$ cat src/rtl/mem_ctrl.sv
// mem_ctrl: byte-serial RAM controller shared by instruction fetch (IF) and
// load/store (MEM) ports. One 8-bit RAM access per cycle, little-endian lane
// assembly, MEM has priority over IF.
//
// Ports:
//   clk, rst          clock, asynchronous active-high reset
//   rdy               global run enable (0 freezes everything, write strobe gated)
//   if_req_i/if_addr_i/if_abort_i   fetch request (always 4 bytes) / branch cancel
//   if_data_o/if_done_o             fetched word / one-cycle completion pulse
//   mem_req_i/mem_we_i/mem_addr_i/mem_wdata_i/mem_len_i  load/store request
//   mem_data_o/mem_done_o/mem_busy_o  load data / completion pulse / stall
//   ram_din_i/ram_dout_o/ram_a_o/ram_wr_o  byte RAM (read data valid one cycle
//                                          after its address)
//
// Optional feature: define MEMCTRL_IF_ABORT_EN to let if_abort_i cancel an
// in-flight fetch; otherwise if_abort_i is ignored.
module mem_ctrl #(
  parameter int ADDR_W = 32
) (
  input  logic              clk,
  input  logic              rst,
  input  logic              rdy,
  input  logic              if_req_i,
  input  logic [ADDR_W-1:0] if_addr_i,
  input  logic              if_abort_i,
  output logic [31:0]       if_data_o,
  output logic              if_done_o,
  input  logic              mem_req_i,
  input  logic              mem_we_i,
  input  logic [ADDR_W-1:0] mem_addr_i,
  input  logic [31:0]       mem_wdata_i,
  input  logic [1:0]        mem_len_i,
  output logic [31:0]       mem_data_o,
  output logic              mem_done_o,
  output logic              mem_busy_o,
  input  logic [7:0]        ram_din_i,
  output logic [7:0]        ram_dout_o,
  output logic [ADDR_W-1:0] ram_a_o,
  output logic              ram_wr_o
);

  typedef enum logic [1:0] {IDLE, IF_RD, MEM_RD, MEM_WR} state_t;

  state_t            state;
  logic [2:0]        cnt;
  logic [1:0]        len_q;
  logic [ADDR_W-1:0] addr_q;
  logic [31:0]       wdata_q;
  logic [31:0]       rbuf;
  logic              wr_q;
  logic              busy_q;

  logic [1:0]        lane;
  logic [1:0]        nxt_lane;
  logic              last;
  logic [ADDR_W-1:0] next_a;
  logic [31:0]       rdata_next;
  logic              abort_hit;

`ifdef MEMCTRL_IF_ABORT_EN
  assign abort_hit = if_abort_i;
`else
  logic unused_abort;
  assign abort_hit    = 1'b0;
  assign unused_abort = if_abort_i;
`endif

  // Read buffer with the byte arriving this cycle merged into its lane, so the
  // final byte and the done pulse can be registered on the same edge.
  always_comb begin
    lane       = cnt[1:0];
    nxt_lane   = lane + 2'd1;
    last       = (cnt == {1'b0, len_q});
    next_a     = addr_q + ADDR_W'(cnt + 3'd1);
    rdata_next = rbuf;
    rdata_next[{lane, 3'b000} +: 8] = ram_din_i;
  end

  // The write strobe is gated combinationally so a stall or reset drops it
  // without waiting for an edge; the registered copy re-issues the byte later.
  assign ram_wr_o   = wr_q & rdy;
  assign mem_busy_o = busy_q | (mem_req_i & (state == IF_RD));

  always_ff @(posedge clk or posedge rst) begin
    if (rst) begin
      state      <= IDLE;
      cnt        <= '0;
      len_q      <= '0;
      addr_q     <= '0;
      wdata_q    <= '0;
      rbuf       <= '0;
      wr_q       <= 1'b0;
      busy_q     <= 1'b0;
      if_data_o  <= '0;
      if_done_o  <= 1'b0;
      mem_data_o <= '0;
      mem_done_o <= 1'b0;
      ram_dout_o <= '0;
      ram_a_o    <= '0;
    end else if (rdy) begin
      if_done_o  <= 1'b0;
      mem_done_o <= 1'b0;
      case (state)
        IDLE: begin
          // A done pulse marks the turnaround cycle; nothing is accepted in it.
          if (!if_done_o && !mem_done_o) begin
            if (mem_req_i) begin
              addr_q  <= mem_addr_i;
              len_q   <= (mem_len_i == 2'd2) ? 2'd3 : mem_len_i;
              wdata_q <= mem_wdata_i;
              rbuf    <= '0;
              cnt     <= '0;
              ram_a_o <= mem_addr_i;
              busy_q  <= 1'b1;
              if (mem_we_i) begin
                state      <= MEM_WR;
                wr_q       <= 1'b1;
                ram_dout_o <= mem_wdata_i[7:0];
              end else begin
                state <= MEM_RD;
              end
            end else if (if_req_i) begin
              addr_q  <= if_addr_i;
              len_q   <= 2'd3;
              rbuf    <= '0;
              cnt     <= '0;
              ram_a_o <= if_addr_i;
              state   <= IF_RD;
            end
          end
        end
        IF_RD: begin
          if (abort_hit) begin
            state   <= IDLE;
            cnt     <= '0;
            ram_a_o <= '0;
          end else if (last) begin
            if_data_o <= rdata_next;
            if_done_o <= 1'b1;
            state     <= IDLE;
            cnt       <= '0;
            ram_a_o   <= '0;
          end else begin
            rbuf    <= rdata_next;
            cnt     <= cnt + 3'd1;
            ram_a_o <= next_a;
          end
        end
        MEM_RD: begin
          if (last) begin
            mem_data_o <= rdata_next;
            mem_done_o <= 1'b1;
            busy_q     <= 1'b0;
            state      <= IDLE;
            cnt        <= '0;
            ram_a_o    <= '0;
          end else begin
            rbuf    <= rdata_next;
            cnt     <= cnt + 3'd1;
            ram_a_o <= next_a;
          end
        end
        MEM_WR: begin
          if (last) begin
            mem_done_o <= 1'b1;
            busy_q     <= 1'b0;
            wr_q       <= 1'b0;
            ram_dout_o <= '0;
            state      <= IDLE;
            cnt        <= '0;
            ram_a_o    <= '0;
          end else begin
            cnt        <= cnt + 3'd1;
            ram_a_o    <= next_a;
            ram_dout_o <= wdata_q[{nxt_lane, 3'b000} +: 8];
          end
        end
        default: state <= IDLE;
      endcase
    end
  end

endmodule

$ cat config.mk
export PLATFORM = sky130hd
export DESIGN_NAME = mem_ctrl
export DESIGN_NICKNAME = d
export VERILOG_FILES = /design/src/rtl/mem_ctrl.sv
export SDC_FILE = /design/constraint.sdc
export NUM_CORES = 1
export LEC_CHECK = 0
export CORE_MARGIN = 2
export CORE_UTILIZATION = 46
export CTS_CLUSTER_SIZE = 10
export DETAILED_ROUTE_END_ITERATION = 10
export MAX_ROUTING_LAYER = met4
export PLACE_DENSITY = 0.74
export SYNTH_ARGS = -nofsm -noshare
export SYNTH_HDL_FRONTEND = slang
export SYNTH_SLANG_ARGS = --single-unit
$ cat constraint.sdc
create_clock -name clk -period 8.42 [get_ports clk]
set_input_delay 1.684 -clock clk [delete_from_list [all_inputs] [get_ports clk]]
set_output_delay 1.684 -clock clk [all_outputs]
set_load 0.02 [all_outputs]
==> results of run 1 <==
## power by group through the flow
stage          registers [µW]  clock network, µW  logic, µW
2_1_floorplan            1700                  0        954
3_3_place_gp             1580                  0       1630
3_5_place_dp             1600                  0       1660
4_1_cts                  1580                948       1680
5_1_grt                  1630                992       1820
6_report                 1580                926       1660
## logic make-up (layout without fill, tap and decap cells)
| logic type | after synthesis | count (layout) | synth area share, % |
|---|---|---|---|
| mux | 72 | 72 | 8.78 |
| other cells | 0 | 1 | 0 |
| buf+inv | 71 | 267 | 3.13 |
| flops | 211 | 211 | 53.7 |
| compound gates | 251 | 251 | 15.9 |
| xor+xnor | 32 | 32 | 2.85 |
| fa+ha+maj | 14 | 14 | 1.78 |
| simple gates | 272 | 272 | 13.8 |
## how the worst min path moves through the flow
stage,slack [ps],endpoint,cells past startpoint
floorplan,450,addr_q[0],2
global placement,460,mem_data_o[13],2
detailed placement,470,ram_a_o[3],2
CTS,480,if_data_o[6],2
global route,500,mem_data_o[13],2
finish,480,if_data_o[19],2
## per-layer routing
metal / part of all wire (%) / wire [µm] / vias to the layer above / track usage [%]
met1: 44 / 10600 / 3590 / 29.6
li1: - / - / 3623 / -
met5: 0 / 0 / - / -
met3: 6.9 / 1660 / 47 / 4.91
met4: 2.4 / 575 / 0 / 6.04
met2: 47 / 11300 / 230 / 35.4
## through the flow
stage	total power [µW]	util, %
5_1_grt	4440	61.1
2_1_floorplan	2650	-
4_1_cts	4210	61.1
3_3_place_gp	3210	57.9
6_report	4170	61.1
3_5_place_dp	3260	57.9
## registers in the layout, summed over array words and instances (netlist names)
| signal | cells |
|---|---|
| addr_q | 32 |
| if_data_o | 32 |
| mem_data_o | 32 |
| ram_a_o | 32 |
| rbuf | 32 |
| wdata_q | 32 |
| ram_dout_o | 8 |
| cnt | 3 |
| len_q | 2 |
| state | 2 |
| busy_q | 1 |
| if_done_o | 1 |
| mem_done_o | 1 |
| wr_q | 1 |
## area by class of cell
class | instances | area, µm² | area share (%)
Antenna cell | 1 | 2.50 | 0.0195
Clock buffer | 29 | 641 | 4.99
Clock inverter | 2 | 27.5 | 0.214
Inverter | 11 | 48.8 | 0.380
Multi-Input combinational cell | 641 | 4270 | 33.2
Sequential cell | 211 | 5280 | 41.1
Tap cell | 275 | 344 | 2.68
Timing Repair Buffer | 225 | 2230 | 17.4
## worst min-delay path, delay by kind of cell (launching register included)
family	cells	cell delay, ps
compound gates	1	60
flops	1	340
simple gates	1	50
## Yosys cell counts (all sizes together) (8+ instances only)
cell    count  area, µm²
a21o        8       60.1
a21oi      52        260
a22o       32        280
a31oi      11       68.8
and3        9       61.3
buf        28        146
clkbuf     32        120
dfrtp     211       5280
ha         14        175
inv        11       41.3
mux2       34        383
mux2i      30        300
mux4        8        180
nand2     139        532
nand3      16       85.1
nor2       38        143
nor2b      44        275
o21ai     111        556
o221ai     16        159
xnor2      13        114
xor2       19        166
==> flow_metrics.tcl, run 1 <==
set metrics [dict create \
    antenna_found_initial 1 \
    clk_latency_ps 530 \
    cp.required_ps 6740 \
    layout_commonest_cell "clkdlybuf4s50_1" \
    path_clk_slew_ps 50 \
    sw_frac_of_total_pct 37.0 \
    finClkSkew_ps 14.4 \
    cts-root-buf "clkbuf_16" \
    overflow 0 \
    drc_errors 0 \
    synth_cell_type_count 57 \
    pre_cts_ws_ps 3430 \
    power_switching_uw 1540 \
    r2r-end "rbuf[12]" \
    syn_area_um2 9830 \
    hold_start "if_data_o[19]" \
    ant_nets 0 \
    slowest_stage "clkdlybuf4s50_1" \
    io_pins 221 \
    drt-initial-drc-count 320 \
    outcome "finished, final reports clean" \
    cpMostUsedCell "clkdlybuf4s50_1" \
    fin_area_um2 12800 \
    ys_warn_count 0 \
    rr_worst_depth 6 \
    timing.fmax_mhz 200 \
    setup-tns-final_ps 0 \
    timing.slew.headroom_pct 25.8 \
    setup_viol 0 \
    crit_chain "clkdlybuf4s50_1, and2_1, clkdlybuf4s50_1" \
    p_per_area_nw_per_um2 325 \
    synth_edf_count 0 \
    vias_per_cell 5.37 \
    avgSynthCellArea_um2 10.7 \
    fin_crit_ps 4990 \
    cts_tree "yes" \
    critPathLaunch "rdy" \
    syn-num-nets 1050 \
    async_flop_share_pct 100 \
    gp_congestion 0.793 \
    cp.depth 3 \
    cap_viol_max_count 0 \
    fin_nets 1242 \
    cts_hold_buffers 0 \
    core-area_um2 21000 \
    pwr-share-clk_pct 22.2 \
    cts-resized-gates 0 \
    initial_utilization_pct 46.8 \
    pwr-share-comb_pct 39.8 \
    grt_max_degree 140 \
    grt_pass1_wl_um 39300 \
    dpl-instance-area_um2 12200 \
    final_cells 1395 \
    cp_num_buf_inv 2 \
    max_stage_delay_ps 810 \
    cp_data_arrival_time_ps 3310 \
    cts_htree_levels 1 \
    hold_ws_ps 476 \
    dp_hpwl_um 16500 \
    die_w_um 150 \
    via_count 7490 \
    timing.critical_path.to "ram_wr_o" \
    dp_cells 1363 \
    cp_max_fo 14 \
    setup_slack_ps 3430 \
    areaGrowthSynthToFinish_pct 30.6 \
    ys.flop_type "dfrtp_1" \
    grt_pass1_vias 7535 \
    ir_worst_vdd_mv 0.193 \
    ctsLongestPathBuffers 3 \
    fin_crit_sh_pct 59.3 \
    drv_slew 0 \
    drt_pass1_iterations 4 \
    rows 53 \
    worstSetupPathType "input pin to output pin" \
    rsz0062_at_grt "false" \
    die-area_um2 22600 \
    r2r-start "cnt[0]" \
    p_int_uw 2630 \
    synth_cells 923 \
    hold_class "flop to flop" \
    r2r_slack_ps 4960 \
    drive_gt1_share_pct 9.38 \
    synth-seq-cells 211 \
    wl_per_cell_um 17.3 \
    leakage_uw 0.00550 \
    fill_cells 1759 \
    die_h_um 150 \
    pwr-share-seq_pct 38.0 \
    critical_path.top_delay_family "buffers and inverters" \
    wl_um 24100 \
    ys_seq_area_share_pct 53.7 \
    cts_sinks 211 \
    grt_util_all_layers_pct 22.4 \
    post_cts_buffers 0 \
    most-common-layout-cells "218 x clkdlybuf4s50_1, 211 x dfrtp_1, 135 x nand2_1, 108 x o21ai_0, 52 x a21oi_1" \
    cts_buffers 25 \
    hold_viol_final 0 \
    worst_pin_slew_ps 1110 \
    start_kind "input pin" \
    cp-end-kind "output pin" \
    port_buffers 219 \
]
(Power assumes the default switching activity.)
==> inputs of run 2 (changes only) <==
--- a/config.mk
+++ b/config.mk
@@ -10,7 +10,7 @@
 export CTS_CLUSTER_SIZE = 10
 export DETAILED_ROUTE_END_ITERATION = 10
 export MAX_ROUTING_LAYER = met4
-export PLACE_DENSITY = 0.74
+export PLACE_DENSITY = 0.77
 export SYNTH_ARGS = -nofsm -noshare
 export SYNTH_HDL_FRONTEND = slang
 export SYNTH_SLANG_ARGS = --single-unit
==> constraint.sdc (replaced) <==
create_clock -name clk -period 4.4 [get_ports clk]
set_input_delay 0.88 -clock clk [delete_from_list [all_inputs] [get_ports clk]]
set_output_delay 0.88 -clock clk [all_outputs]
set_load 0.02 [all_outputs]
==> run 2 against run 1 <==
  * Total power is 91% higher
  * Sequential cell count stayed put
  * Highest routed layer unchanged
  * Clock-buffer cell count increased by 2
  * Register-to-register slack got worse by 3400 ps
  * Worst setup slack lost 2400 ps
  * Global-route usage is 0.17 points lower
  * Critical path type unchanged
  * Non-clock buffer count rose by 7
==> flow_metrics.tcl, run 2 (synthesized netlist as in run 1, its figures left out) <==
set metrics [dict create \
    cts_htree_levels 1 \
    path_clk_slew_ps 50 \
    fin_crit_ps 3370 \
    port_buffers 219 \
    setup_viol 0 \
    layout_commonest_cell "clkdlybuf4s50_1" \
    gp_congestion 0.794 \
    hold_viol_final 0 \
    cts-resized-gates 0 \
    outcome "finished, final reports clean" \
    ant_nets 0 \
    hold_end "if_data_o[8]" \
    drt_pass1_iterations 5 \
    timing.slew.headroom_pct 24.8 \
    drive_gt1_share_pct 9.76 \
    cap_viol_max_count 0 \
    io_pins 221 \
    overflow 0 \
    post_cts_buffers 0 \
    hold_ws_ps 479 \
    r2r-end "rbuf[15]" \
    vias_per_cell 5.41 \
    ir_worst_vdd_mv 0.331 \
    areaGrowthSynthToFinish_pct 31.2 \
    hold_class "flop to flop" \
    worst_pin_slew_ps 1130 \
    rsz0062_at_grt "false" \
    cp-end-kind "output pin" \
    grt_util_all_layers_pct 22.3 \
    grt_pass1_wl_um 38900 \
    die-area_um2 22600 \
    cts_sinks 211 \
    fin_nets 1249 \
    core-area_um2 21000 \
    dpl-instance-area_um2 12300 \
    most-common-layout-cells "218 x clkdlybuf4s50_1, 211 x dfrtp_1, 135 x nand2_1, 108 x o21ai_0, 52 x a21oi_1" \
    start_kind "input pin" \
    via_count 7590 \
    drc_errors 0 \
    drv_slew 0 \
    wl_um 24100 \
    timing.fmax_mhz 297 \
    fill_cells 1730 \
    cts_tree "yes" \
    total_power_uw 7980 \
    die_h_um 150 \
    cp_max_fo 14 \
    cts_hold_buffers 0 \
    die_w_um 150 \
    cp_data_arrival_time_ps 2490 \
    hold_start "if_data_o[8]" \
    drt-initial-drc-count 441 \
    fin_area_um2 12900 \
    initial_utilization_pct 46.8 \
    rr_worst_depth 6 \
    worstSetupPathType "input pin to output pin" \
    cts_buffers 25 \
    fin_crit_sh_pct 76.6 \
    ctsLongestPathBuffers 3 \
    setup-tns-final_ps 0 \
    wl_per_cell_um 17.2 \
    finClkSkew_ps 13.2 \
    grt_pass1_vias 7587 \
    r2r-start "cnt[1]" \
    p_per_area_nw_per_um2 618 \
    grt_max_degree 65 \
    antenna_found_initial 1 \
    rows 53 \
    hold_depth 2 \
    r2r_slack_ps 1600 \
    fin_util_pct 61.4 \
    cp.required_ps 3520 \
    cts-root-buf "clkbuf_16" \
    leakage_uw 0.00553 \
    clk_latency_ps 510 \
    dp_hpwl_um 17100 \
]
run 2: per-layer routing:
layer / up-vias / track usage [%] / share of wire, %
met4: 0 / 5.90 / 2.7
li1: 3637 / - / -
met2: 255 / 35.5 / 47
met5: - / - / 0
met3: 43 / 4.88 / 7.1
met1: 3655 / 29.1 / 43
run 2: per-stage QoR:
| stage | setup WS [ps] | instances |
|---|---|---|
| after CTS | 1030 | 1402 |
| after global placement | 1040 | 1370 |
| after global routing | 967 | 1403 |
| after detailed placement | 1040 | 1370 |
| final | 1030 | 1403 |
| after floorplan | 778 | 923 |
run 2: worst max-delay path by stage:
stage / cells after the start / slack, ps / from / to
floorplan: 1 / 780 / rst / addr_q[0]
global placement: 3 / 1040 / rdy / ram_wr_o
detailed placement: 3 / 1040 / rdy / ram_wr_o
CTS: 3 / 1030 / rdy / ram_wr_o
global route: 3 / 970 / rdy / ram_wr_o
finish: 3 / 1030 / rdy / ram_wr_o
run 2: power by group:
part	internal (µW)	leakage [µW]	switching, µW
logic	1470	0.00248	1760
clock network	1010	0.000319	727
registers	2570	0.00273	432
run 2: critical path, stage by stage:
cell and delay (ps):
clkdlybuf4s50_1 800, and2_1 210, clkdlybuf4s50_1 600
run 2: layout make-up:
class	instances	area (µm²)	area share (%)
Inverter	11	45.0	0.349
Sequential cell	211	5280	40.9
Clock inverter	1	5.00	0.0388
Tap cell	275	344	2.67
Clock buffer	31	648	5.02
Timing Repair Buffer	232	2320	18.0
Antenna cell	1	2.50	0.0194
Multi-Input combinational cell	641	4260	33.0
==> inputs of run 3 (changes only) <==
==> constraint.sdc (replaced) <==
create_clock -name clk -period 2.95 [get_ports clk]
set_input_delay 0.59 -clock clk [delete_from_list [all_inputs] [get_ports clk]]
set_output_delay 0.59 -clock clk [all_outputs]
set_load 0.02 [all_outputs]
==> run 3 against run 2 <==
  * Non-clock buffer count increased by 11
  * Worst hold slack got worse by 6.9 ps
  * First-iteration DRC count decreased by 9.3%
  * Clock-buffer cell count decreased by 1
  * Register-to-register slack got worse by 1100 ps
  * Die area unchanged
  * Worst setup slack got worse by 660 ps
  * Clock skew increased by 6.1 ps
  * Combinational power increased by 52%
  * Global-route usage increased by 0.52 points
  * Clock power increased by 58%
  * Critical path type is now flop to output pin
  * Largest cell class unchanged
  * Highest routed layer unchanged
==> flow_metrics.tcl, run 3 (synthesized netlist as in run 1, its figures left out) <==
set metrics [dict create \
    outcome "finished, final reports clean" \
    worst_pin_slew_ps 666 \
    fin_area_um2 13100 \
    via_count 7633 \
    cts_tree "yes" \
    timing.fmax_mhz 387 \
    setup_viol 0 \
    max_stage_delay_ps 640 \
    dpl-instance-area_um2 12400 \
    most-common-layout-cells "218 x clkdlybuf4s50_1, 211 x dfrtp_1, 135 x nand2_1, 108 x o21ai_0, 52 x a21oi_1" \
    timing.slew.headroom_pct 55.3 \
    layout_commonest_cell "clkdlybuf4s50_1" \
    drt_pass1_iterations 5 \
    post_cts_buffers 0 \
    core-area_um2 21000 \
    initial_utilization_pct 46.8 \
    wl_per_cell_um 17.3 \
    setup_slack_ps 366 \
    drv_slew 0 \
    drc_errors 0 \
    rows 53 \
    drive_gt1_share_pct 11.0 \
    cp-end-kind "output pin" \
    cp_data_arrival_time_ps 1990 \
    cap_viol_max_count 0 \
    fill_cells 1677 \
    cts_hold_buffers 0 \
    rsz0062_at_grt "false" \
    grt_pass1_vias 7737 \
    hold_class "flop to flop" \
    p_per_area_nw_per_um2 928 \
    areaGrowthSynthToFinish_pct 33.2 \
    fin_util_pct 62.3 \
    fin_nets 1260 \
    cp.required_ps 2360 \
    cts_sinks 211 \
    ant_nets 0 \
    die_w_um 150 \
    dp_hpwl_um 17000 \
    grt_util_all_layers_pct 22.8 \
    leakage_uw 0.00564 \
    vias_per_cell 5.40 \
    cts_buffers 25 \
    pre_cts_ws_ps 508 \
    total_power_uw 12200 \
    grt_pass1_wl_um 40200 \
    cp_max_fo 4 \
    worstSetupPathType "flop to output pin" \
    wl_um 24500 \
    port_buffers 219 \
    ir_worst_vdd_mv 0.496 \
    fin_crit_ps 2580 \
    fin_crit_sh_pct 87.6 \
    cts-resized-gates 0 \
    ctsLongestPathBuffers 3 \
    slowest_stage "clkdlybuf4s50_1" \
    start_kind "flop" \
    die_h_um 150 \
    clk_latency_ps 530 \
    antenna_found_initial 1 \
    io_pins 221 \
    cts-root-buf "clkbuf_16" \
    path_clk_slew_ps 60 \
    gp_congestion 0.772 \
    crit_chain "inv_1, ha_1, a21o_1, clkdlybuf4s50_1" \
    overflow 0 \
    hold_ws_ps 472 \
    die-area_um2 22600 \
    grt_max_degree 65 \
    cts_htree_levels 1 \
    finClkSkew_ps 19.3 \
    hold_viol_final 0 \
    drt-initial-drc-count 400 \
]
## run 3: final timing paths
| check | start | to | slack [ps] | depth (start not counted) |
|---|---|---|---|---|
| worst max-delay path | state[1] | mem_busy_o | 370 | 4 |
| worst min-delay path | ram_a_o[2] | ram_a_o[2] | 470 | 2 |
| worst max register to register | cnt[0] | ram_a_o[17] | 520 | 8 |
| worst min register to register | ram_a_o[2] | ram_a_o[2] | 470 | 2 |
| max in group asynchronous | rst | rbuf[24] | 1740 | 3 |
| min in group asynchronous | rst | ram_a_o[8] | 510 | 2 |
## run 3: through the flow
| stage | cells | setup TNS, ps |
|---|---|---|
| 2_1_floorplan | 923 | -80640 |
| 3_3_place_gp | 1381 | 0 |
| 3_5_place_dp | 1381 | 0 |
| 4_1_cts | 1412 | 0 |
| 5_1_grt | 1413 | 0 |
| 6_report | 1413 | 0 |
## run 3: area by class of cell
cell class | instances | area, µm² | area share [%]
inverter | 11 | 45.0 | 0.344
multi-input combinational | 641 | 4260 | 32.5
clock buffer | 30 | 684 | 5.22
timing repair buffer | 243 | 2470 | 18.8
clock inverter | 1 | 20.0 | 0.153
sequential | 211 | 5280 | 40.3
antenna | 1 | 2.50 | 0.0191
tap | 275 | 344 | 2.63
## run 3: report_power, final
part / leakage [µW] / switching (µW) / total [µW] / internal [µW]
logic: 0.00257 / 2640 / 4910 / 2280
clock network: 0.000348 / 1140 / 2750 / 1610
registers: 0.00273 / 674 / 4510 / 3830
## run 3: layer usage
metal  track usage, %  vias up  part of all wire [%]
li1                 -     3661                     -
met1             29.8     3672                    43
met2             36.1      258                    47
met3             4.76       42                   7.0
met4             6.56        0                   2.6
met5                -        -                     0
## run 3: critical path: cells and delay by family (launching register included)
| kind | cells | cell delay (ps) |
|---|---|---|
| DFF | 1 | 410 |
| buffers and inverters | 2 | 740 |
| AOI/OAI and AO/OA | 1 | 120 |
| adders and majority gates | 1 | 190 |
